## config.mk

```make
export PLATFORM = sky130hd
export DESIGN_NAME = uart_tx_arbiter
export DESIGN_NICKNAME = d
export VERILOG_FILES = /design/src/rtl/uart_tx_arbiter.sv
export SDC_FILE = /design/constraint.sdc
export NUM_CORES = 1
export LEC_CHECK = 0
export BUFFER_PORTS_ARGS = -buffer_cell sky130_fd_sc_hd__buf_4
export CORE_ASPECT_RATIO = 0.9
export CORE_MARGIN = 4
export CORE_UTILIZATION = 52
export DETAILED_ROUTE_END_ITERATION = 8
export GPL_TIMING_DRIVEN = 0
export PLACE_DENSITY = 0.79
export SLEW_MARGIN = 20
export SYNTH_ARGS = -nofsm -noshare
export SYNTH_HDL_FRONTEND = slang
export SYNTH_SLANG_ARGS = --single-unit
```

## constraint.sdc

```tcl
create_clock -name clk -period 2.3 [get_ports clk]
set_input_delay 0.115 -clock clk [delete_from_list [all_inputs] [get_ports clk]]
set_output_delay 0.115 -clock clk [all_outputs]
set_load 0.01 [all_outputs]
```

## src/rtl/uart_tx_arbiter.sv

```systemverilog
// uart_tx_arbiter: round-robin arbiter in front of a single UART transmitter
// send port. Each requester holds a level request with its byte. One winner
// is granted and its byte is latched. The arbiter then runs the 4-phase
// send_req/send_ack handshake and reports done or err back to the winner.
//
// Ports:
//   clk            rising-edge clock
//   reset_n        synchronous active-low reset
//   req            level request, one bit per requester
//   req_data       packed bytes; requester i at [i*DATA_SIZE +: DATA_SIZE]
//   done           one-cycle pulse: byte of requester i accepted
//   err            one-cycle pulse: transfer of requester i timed out
//   busy           high whenever not IDLE
//   grant_idx      index of current or last winner
//   uart_send_req  request to the transmitter
//   uart_send_ack  acknowledge from the transmitter
//   uart_din       latched byte, stable while uart_send_req is high
module uart_tx_arbiter #(
  parameter int NUM_REQ   = 4,
  parameter int DATA_SIZE = 8,
  parameter int TIMEOUT   = 1048575,
  parameter int IDX_W     = $clog2(NUM_REQ),
  parameter int TO_W      = (TIMEOUT < 1) ? 1 : $clog2(TIMEOUT + 1)
) (
  input  logic                         clk,
  input  logic                         reset_n,
  input  logic [NUM_REQ-1:0]           req,
  input  logic [NUM_REQ*DATA_SIZE-1:0] req_data,
  output logic [NUM_REQ-1:0]           done,
  output logic [NUM_REQ-1:0]           err,
  output logic                         busy,
  output logic [IDX_W-1:0]             grant_idx,
  output logic                         uart_send_req,
  input  logic                         uart_send_ack,
  output logic [DATA_SIZE-1:0]         uart_din
);

  localparam int unsigned N = NUM_REQ;
  localparam logic [TO_W-1:0] TO_LAST = TO_W'((TIMEOUT == 0) ? 0 : TIMEOUT - 1);

  typedef enum logic [1:0] {IDLE, SEND, RELEASE} state_t;

  state_t            state;
  logic [IDX_W-1:0]  ptr;
  logic [TO_W-1:0]   cnt;
  logic [IDX_W-1:0]  win;
  logic [IDX_W-1:0]  nxt_ptr;

  // First set request bit at or above ptr, wrapping modulo NUM_REQ.
  always_comb begin
    int unsigned j;
    logic        found;
    win   = '0;
    found = 1'b0;
    j     = 0;
    for (int unsigned i = 0; i < N; i++) begin
      j = 32'(ptr) + i;
      if (j >= N) j = j - N;
      if (!found && req[j]) begin
        found = 1'b1;
        win   = IDX_W'(j);
      end
    end
  end

  always_comb begin
    nxt_ptr = '0;
    if (grant_idx != IDX_W'(N - 1)) nxt_ptr = grant_idx + 1'b1;
  end

  always_ff @(posedge clk) begin
    if (!reset_n) begin
      state         <= IDLE;
      ptr           <= '0;
      cnt           <= '0;
      grant_idx     <= '0;
      uart_din      <= '0;
      uart_send_req <= 1'b0;
      busy          <= 1'b0;
      done          <= '0;
      err           <= '0;
    end else begin
      done <= '0;
      err  <= '0;
      case (state)
        IDLE: begin
          if (|req) begin
            grant_idx     <= win;
            uart_din      <= req_data[win*DATA_SIZE +: DATA_SIZE];
            uart_send_req <= 1'b1;
            busy          <= 1'b1;
            cnt           <= '0;
            state         <= SEND;
          end
        end
        SEND: begin
          if (uart_send_ack) begin
            uart_send_req   <= 1'b0;
            done[grant_idx] <= 1'b1;
            ptr             <= nxt_ptr;
            state           <= RELEASE;
          end else if (TIMEOUT != 0 && cnt == TO_LAST) begin
            uart_send_req  <= 1'b0;
            err[grant_idx] <= 1'b1;
            ptr            <= nxt_ptr;
            state          <= RELEASE;
          end else begin
            cnt <= cnt + 1'b1;
          end
        end
        RELEASE: begin
          // Hold off the next grant until ack is seen low, so send_req never
          // rises while the transmitter still drives ack.
          if (!uart_send_ack) begin
            busy  <= 1'b0;
            state <= IDLE;
          end
        end
        default: state <= IDLE;
      endcase
    end
  end

endmodule

```

Word-level counts from Yosys, hierarchy flattened
Index checks and enable logic that the tools add are counted.
{"block": "totals", "regBits": 44, "input_bits": 39, "out_inout_bits": 20, "elab_cells": 100}
{"block": "classes", "n_addsub": 9, "n_lt_le_gt_ge": 10, "eq_ne": 9, "n_shift": 1, "muxes": 39, "bitwise": 3, "reduce_logical": 20}
{"op": "$lt A32 B3 Y1 const B", "n": 4}
{"op": "$mux W32", "n": 4}
{"op": "$mux W20", "n": 3}
{"op": "$pmux W20 S2", "n": 1}
{"op": "$shiftx A32 B6 Y8", "n": 1}
{"op": "$mux W2", "n": 11}
{"op": "$add A20 B1 Y20 const B", "n": 1}
{"op": "$eq A20 B20 Y1 const B", "n": 1}
{"op": "$mux W1", "n": 12}
{"op": "$reduce_and A3 Y1", "n": 4}
{"op": "$sub A3 B3 Y4 const B", "n": 3}
{"op": "$ne A2 B2 Y1 const B", "n": 5}
{"op": "$ge A3 B3 Y1 const B", "n": 3}
{"op": "$bmux W1 S2", "n": 4}
{"op": "$reduce_or A4 Y1", "n": 2}
{"op": "$add A2 B2 Y3 const B", "n": 2}
{"op": "$pmux W2 S3", "n": 1}
{"op": "$reduce_bool A2 Y1", "n": 3}
{"op": "$logic_and A1 B1 Y1", "n": 4}
{"op": "$pmux W1 S2", "n": 2}
{"op": "$reduce_and A2 Y1", "n": 2}
{"op": "$reduce_and A4 Y1", "n": 1}
{"op": "$sub A2 B3 Y4 const B", "n": 1}
{"op": "$add A2 B1 Y3 const B", "n": 1}
{"op": "other kinds (11)", "n": 15}

Depth between registers and ports, before layout
{"block": "logic_depth", "ltp_word": 15, "ltp_mapped": 8, "mapped_depth_nobuf": 7}

Worst setup path before layout
Ideal clock, no wire load.
{"block": "synth_path", "path_kind": "reg2reg", "from": "register cnt[0]", "to": "register cnt[4]", "setup_time_ns": 0.059, "arrival_ns": 1.900, "required_time_ns": 2.241, "slack_ns": 0.341, "path_stages_with_launch": 9, "n_path_buf": 1, "period_less_slack_ns": 1.959, "cell_sequence": "dfxtp_1 -> inv_1 -> ha_1 -> and4_1 -> and4_1 -> a31o_2 -> buf_2 -> or4_1 -> nand2_1"}
{"block": "synth_via", "elab_chain_len": 4, "elab_cells_between_ends": 7, "cone_classes": "1 x add/sub; 2 x eq/ne; 3 x mux; 1 x reduce/logical"}
{"item": "start: declaration", "line": "45", "source": "logic [TO_W-1:0] cnt;"}
{"item": "start signal: assignment", "line": "108", "source": "cnt <= cnt + 1'b1;"}
{"item": "$add A20 B1 Y20", "line": "108"}
{"item": "$mux W20", "line": "102", "source": "end else if (TIMEOUT != 0 && cnt == TO_LAST) begin"}
{"item": "$mux W20", "line": "97", "source": "if (uart_send_ack) begin"}
{"item": "$pmux W20 S2", "line": "85", "source": "case (state)"}
Parallel ways exist; a longest one is shown, timed or not. The select of a mux whose other input is x is not followed.
A chain may end at the register's enable or synchronous reset.

Worst setup path in the final report
Same ends and word-level chain as after synthesis.

==> flow_metrics.py <==
metrics = {
    "synth": {
        "ys_top_cells_by_area": "dfxtp_1 40%, mux2i_1 9.2%, nand2_1 4.6%",
        "ys.flop_type": "dfxtp_1",
        "yosysTopAreaCell": "dfxtp_1",
        "synth_top_area_share": 0.404,
        "synth_edf_count": 0,
        "synth.avg_cell_area_um2": 8.79,
        "ys_types": 44,
        "async_reset_ff_frac": 0,
        "synth_cells": 248,
        "ys_ff_latch": 44,
        "synthesis.nets": 293,
        "yosys_warnings": 0,
        "syn_area_um2": 2180,
        "yosysSeqAreaShare": 0.404,
    },
    "setup_path": {
        "reg2reg_depth": 8,
        "crit_end": "cnt[4]",
        "crit_fanout": 10,
        "r2r_slack_ns": 0.12,
        "r2r_start": "cnt[0]",
        "crit_arrival_ns": 2.42,
        "crit_start": "cnt[0]",
        "crit_path_start_kind": "register",
        "end_kind": "register",
        "required_ns": 2.54,
        "worst_r2r_endpoint": "cnt[4]",
        "critical_path_class": "reg -> reg",
    },
    "detailed_routing": {
        "ant_nets": 0,
        "drcViolationCount": 0,
        "vias_per_cell": 5.61,
        "routed_wl_um": 4910,
        "drtPass1Iterations": 4,
        "drt-initial-drc-count": 95,
        "wl_per_cell_um": 13.6,
        "vias": 2024,
    },
    "floorplanning": {
        "die_area_um2": 5290,
        "num_rows": 22,
        "start_util": 0.535,
        "die_w_um": 76.2,
        "pin_count": 59,
        "die_height_um": 69.4,
        "coreArea_um2": 4070,
    },
    "timing": {
        "fin_crit_ns": 2.18,
        "slew_headroom": 0.544,
        "clock.fmax_ghz": 0.458,
        "fin_crit_sh": 0.949,
        "setup_viol": 0,
        "worstMarginPinSlew_ns": 0.677,
        "hold_viol": 0,
        "maxSlewViolCount": 0,
        "rsz0062_at_grt": "false",
        "setup_tns_ns": 0,
        "skew_ns": 0.00399,
    },
    "global_routing": {
        "first_global_vias": 1864,
        "grt_antenna_before_repair": 0,
        "track_usage": 0.185,
        "grt_max_degree": 14,
        "overflow": 0,
        "grt_pass1_wl_um": 8260,
    },
    "clocking": {
        "post-cts-setup-buffers": 0,
        "cts.repair.resized": 0,
        "cts_tree": "built",
        "cts_buffers": 5,
        "clockBufferDepth": 2,
        "insertion_delay_ns": 0.29,
        "clk_pin_slew_worst_paths_ns": 0.08,
        "holdBufCountCts": 0,
        "htree_levels": 2,
        "clock_sinks": 44,
        "root_buffer": "clkbuf_8",
    },
    "power": {
        "power_frac_seq": 0.486,
        "ir_drop_mv": 0.254,
        "switching_share": 0.250,
        "pwr-share-comb": 0.178,
        "p_leak_nw": 1.17,
        "power_density_nw_per_um2": 607,
        "power.internal_mw": 1.27,
        "power_frac_clock": 0.335,
        "totalPowerFinal_mw": 1.69,
        "p_switching_mw": 0.422,
    },
    "finish": {
        "multi_input_area_um2": 1230,
        "num_antenna_cells": 0,
        "fill_cells": 351,
        "areaGrowthSynthToFinish_pct": 27.6,
        "final_nets": 357,
        "drive_gt1_frac": 0.252,
        "final-seq-area_um2": 881,
    },
    "placement": {
        "place_congestion": 0.777,
        "io_buffers": 57,
        "place_hpwl_um": 3800,
    },
    "min_path": {
        "hp-class": "in -> reg",
    },
    "flow_run": {
        "maxCapViolations": 0,
    },
    "run_status": {
        "status": "complete, no violations",
    },
}
[worst min path at each step]
stage | slack [ns] | startpoint | endpoint | cells past startpoint
6_report | 0.13 | req_data[20] | uart_din[4] | 3
2_1_floorplan | 0.28 | uart_send_ack | state[1] | 2
3_3_place_gp | 0.42 | uart_send_ack | state[1] | 3
3_5_place_dp | 0.43 | req_data[6] | uart_din[6] | 3
5_1_grt | 0.14 | uart_send_ack | state[1] | 3
4_1_cts | 0.13 | req_data[1] | uart_din[1] | 3
[state kept, by name (all words and copies together) (netlist names)]
register and flops:
done 4, cnt 20, err 4, state 2, busy 1, uart_send_req 1, grant_idx 2, uart_din 8
ptr 2
[power by group through the flow]
stage / Sequential (mW) / Combinational, mW / Clock [mW]
2_1_floorplan: 0.848 / 0.154 / 0
3_3_place_gp: 0.838 / 0.294 / 0
3_5_place_dp: 0.838 / 0.300 / 0
4_1_cts: 0.822 / 0.301 / 0.582
5_1_grt: 0.826 / 0.331 / 0.624
6_report: 0.822 / 0.301 / 0.567
[cells in the mapped netlist, drive strengths merged (2+ instances only)]
library cell and n:
a21oi 19, a31o 2, a31oi 2, and2 12
and3 4, and4 3, buf 6, clkbuf 3
dfxtp 44, ha 6, inv 9, mux2i 20
nand2 29, nand2b 2, nand3 8, nand4 3
nor2 14, nor2b 2, nor4 3, o211ai 3
o21ai 15, o221ai 8, or3 11, or4 6
[critical path, cell delays in order, from the launching register on]
cell	delay (ns)
dfxtp_1	0.41
inv_1	0.08
ha_1	0.20
and4_1	0.22
and4_1	0.25
a31o_2	0.25
buf_2	0.17
or4_1	0.48
nand2_1	0.08
[through the flow]
stage | instance area [um^2] | setup WS, ns | instances | hold slack, ns | util
2_1_floorplan | 2180 | 0.341 | 248 | 0.279 | -
4_1_cts | 2780 | 0.147 | 361 | 0.128 | 0.681
3_3_place_gp | 2670 | 0.228 | 353 | 0.423 | 0.655
6_report | 2780 | 0.116 | 361 | 0.133 | 0.683
3_5_place_dp | 2670 | 0.171 | 353 | 0.433 | 0.655
5_1_grt | 2780 | 0.0301 | 361 | 0.144 | 0.683
[kinds of logic (layout without fill, tap and decap cells)]
kind of cell	after synthesis	in the layout	synth area share
DFF	44	44	0.404
AOI/OAI and AO/OA	57	57	0.169
buffers and inverters	18	83	0.0362
muxes	20	20	0.0918
adders and majority gates	6	6	0.0344
and+or+nand+nor	102	102	0.260
xor gates and xnor gates	1	1	0.00402
[metal layers]
layer  global-route usage  part of all wire
met1                0.233              0.45
met2                0.315              0.48
met3               0.0481             0.048
met4               0.0443             0.013
met5                    0                 0
[layout by cell type (no fill, tap or decap), drive strengths merged, types with 2 or more instances in the layout]
master and count:
buf 63, dfxtp 44, nand2 29, mux2i 20
a21oi 19, o21ai 15, nor2 14, and2 12
or3 11, inv 9, clkbuf 9, nand3 8
o221ai 8, ha 6, or4 6, and3 4
and4 3, nand4 3, o211ai 3, nor4 3
a31o 2, nor2b 2, nand2b 2, a31oi 2
[area by class of cell]
| cell class | count | share of cell area |
|---|---|---|
| plain buffers | 9 | 0.0162 |
| clock buffers | 6 | 0.0261 |
| clock inverters | 2 | 0.0126 |
| inverters | 9 | 0.0121 |
| multi-input cells | 186 | 0.441 |
| flip-flops and latches | 44 | 0.317 |
| well taps | 48 | 0.0216 |
| repair buffers | 57 | 0.154 |
Power figures use the tool's default switching activity.
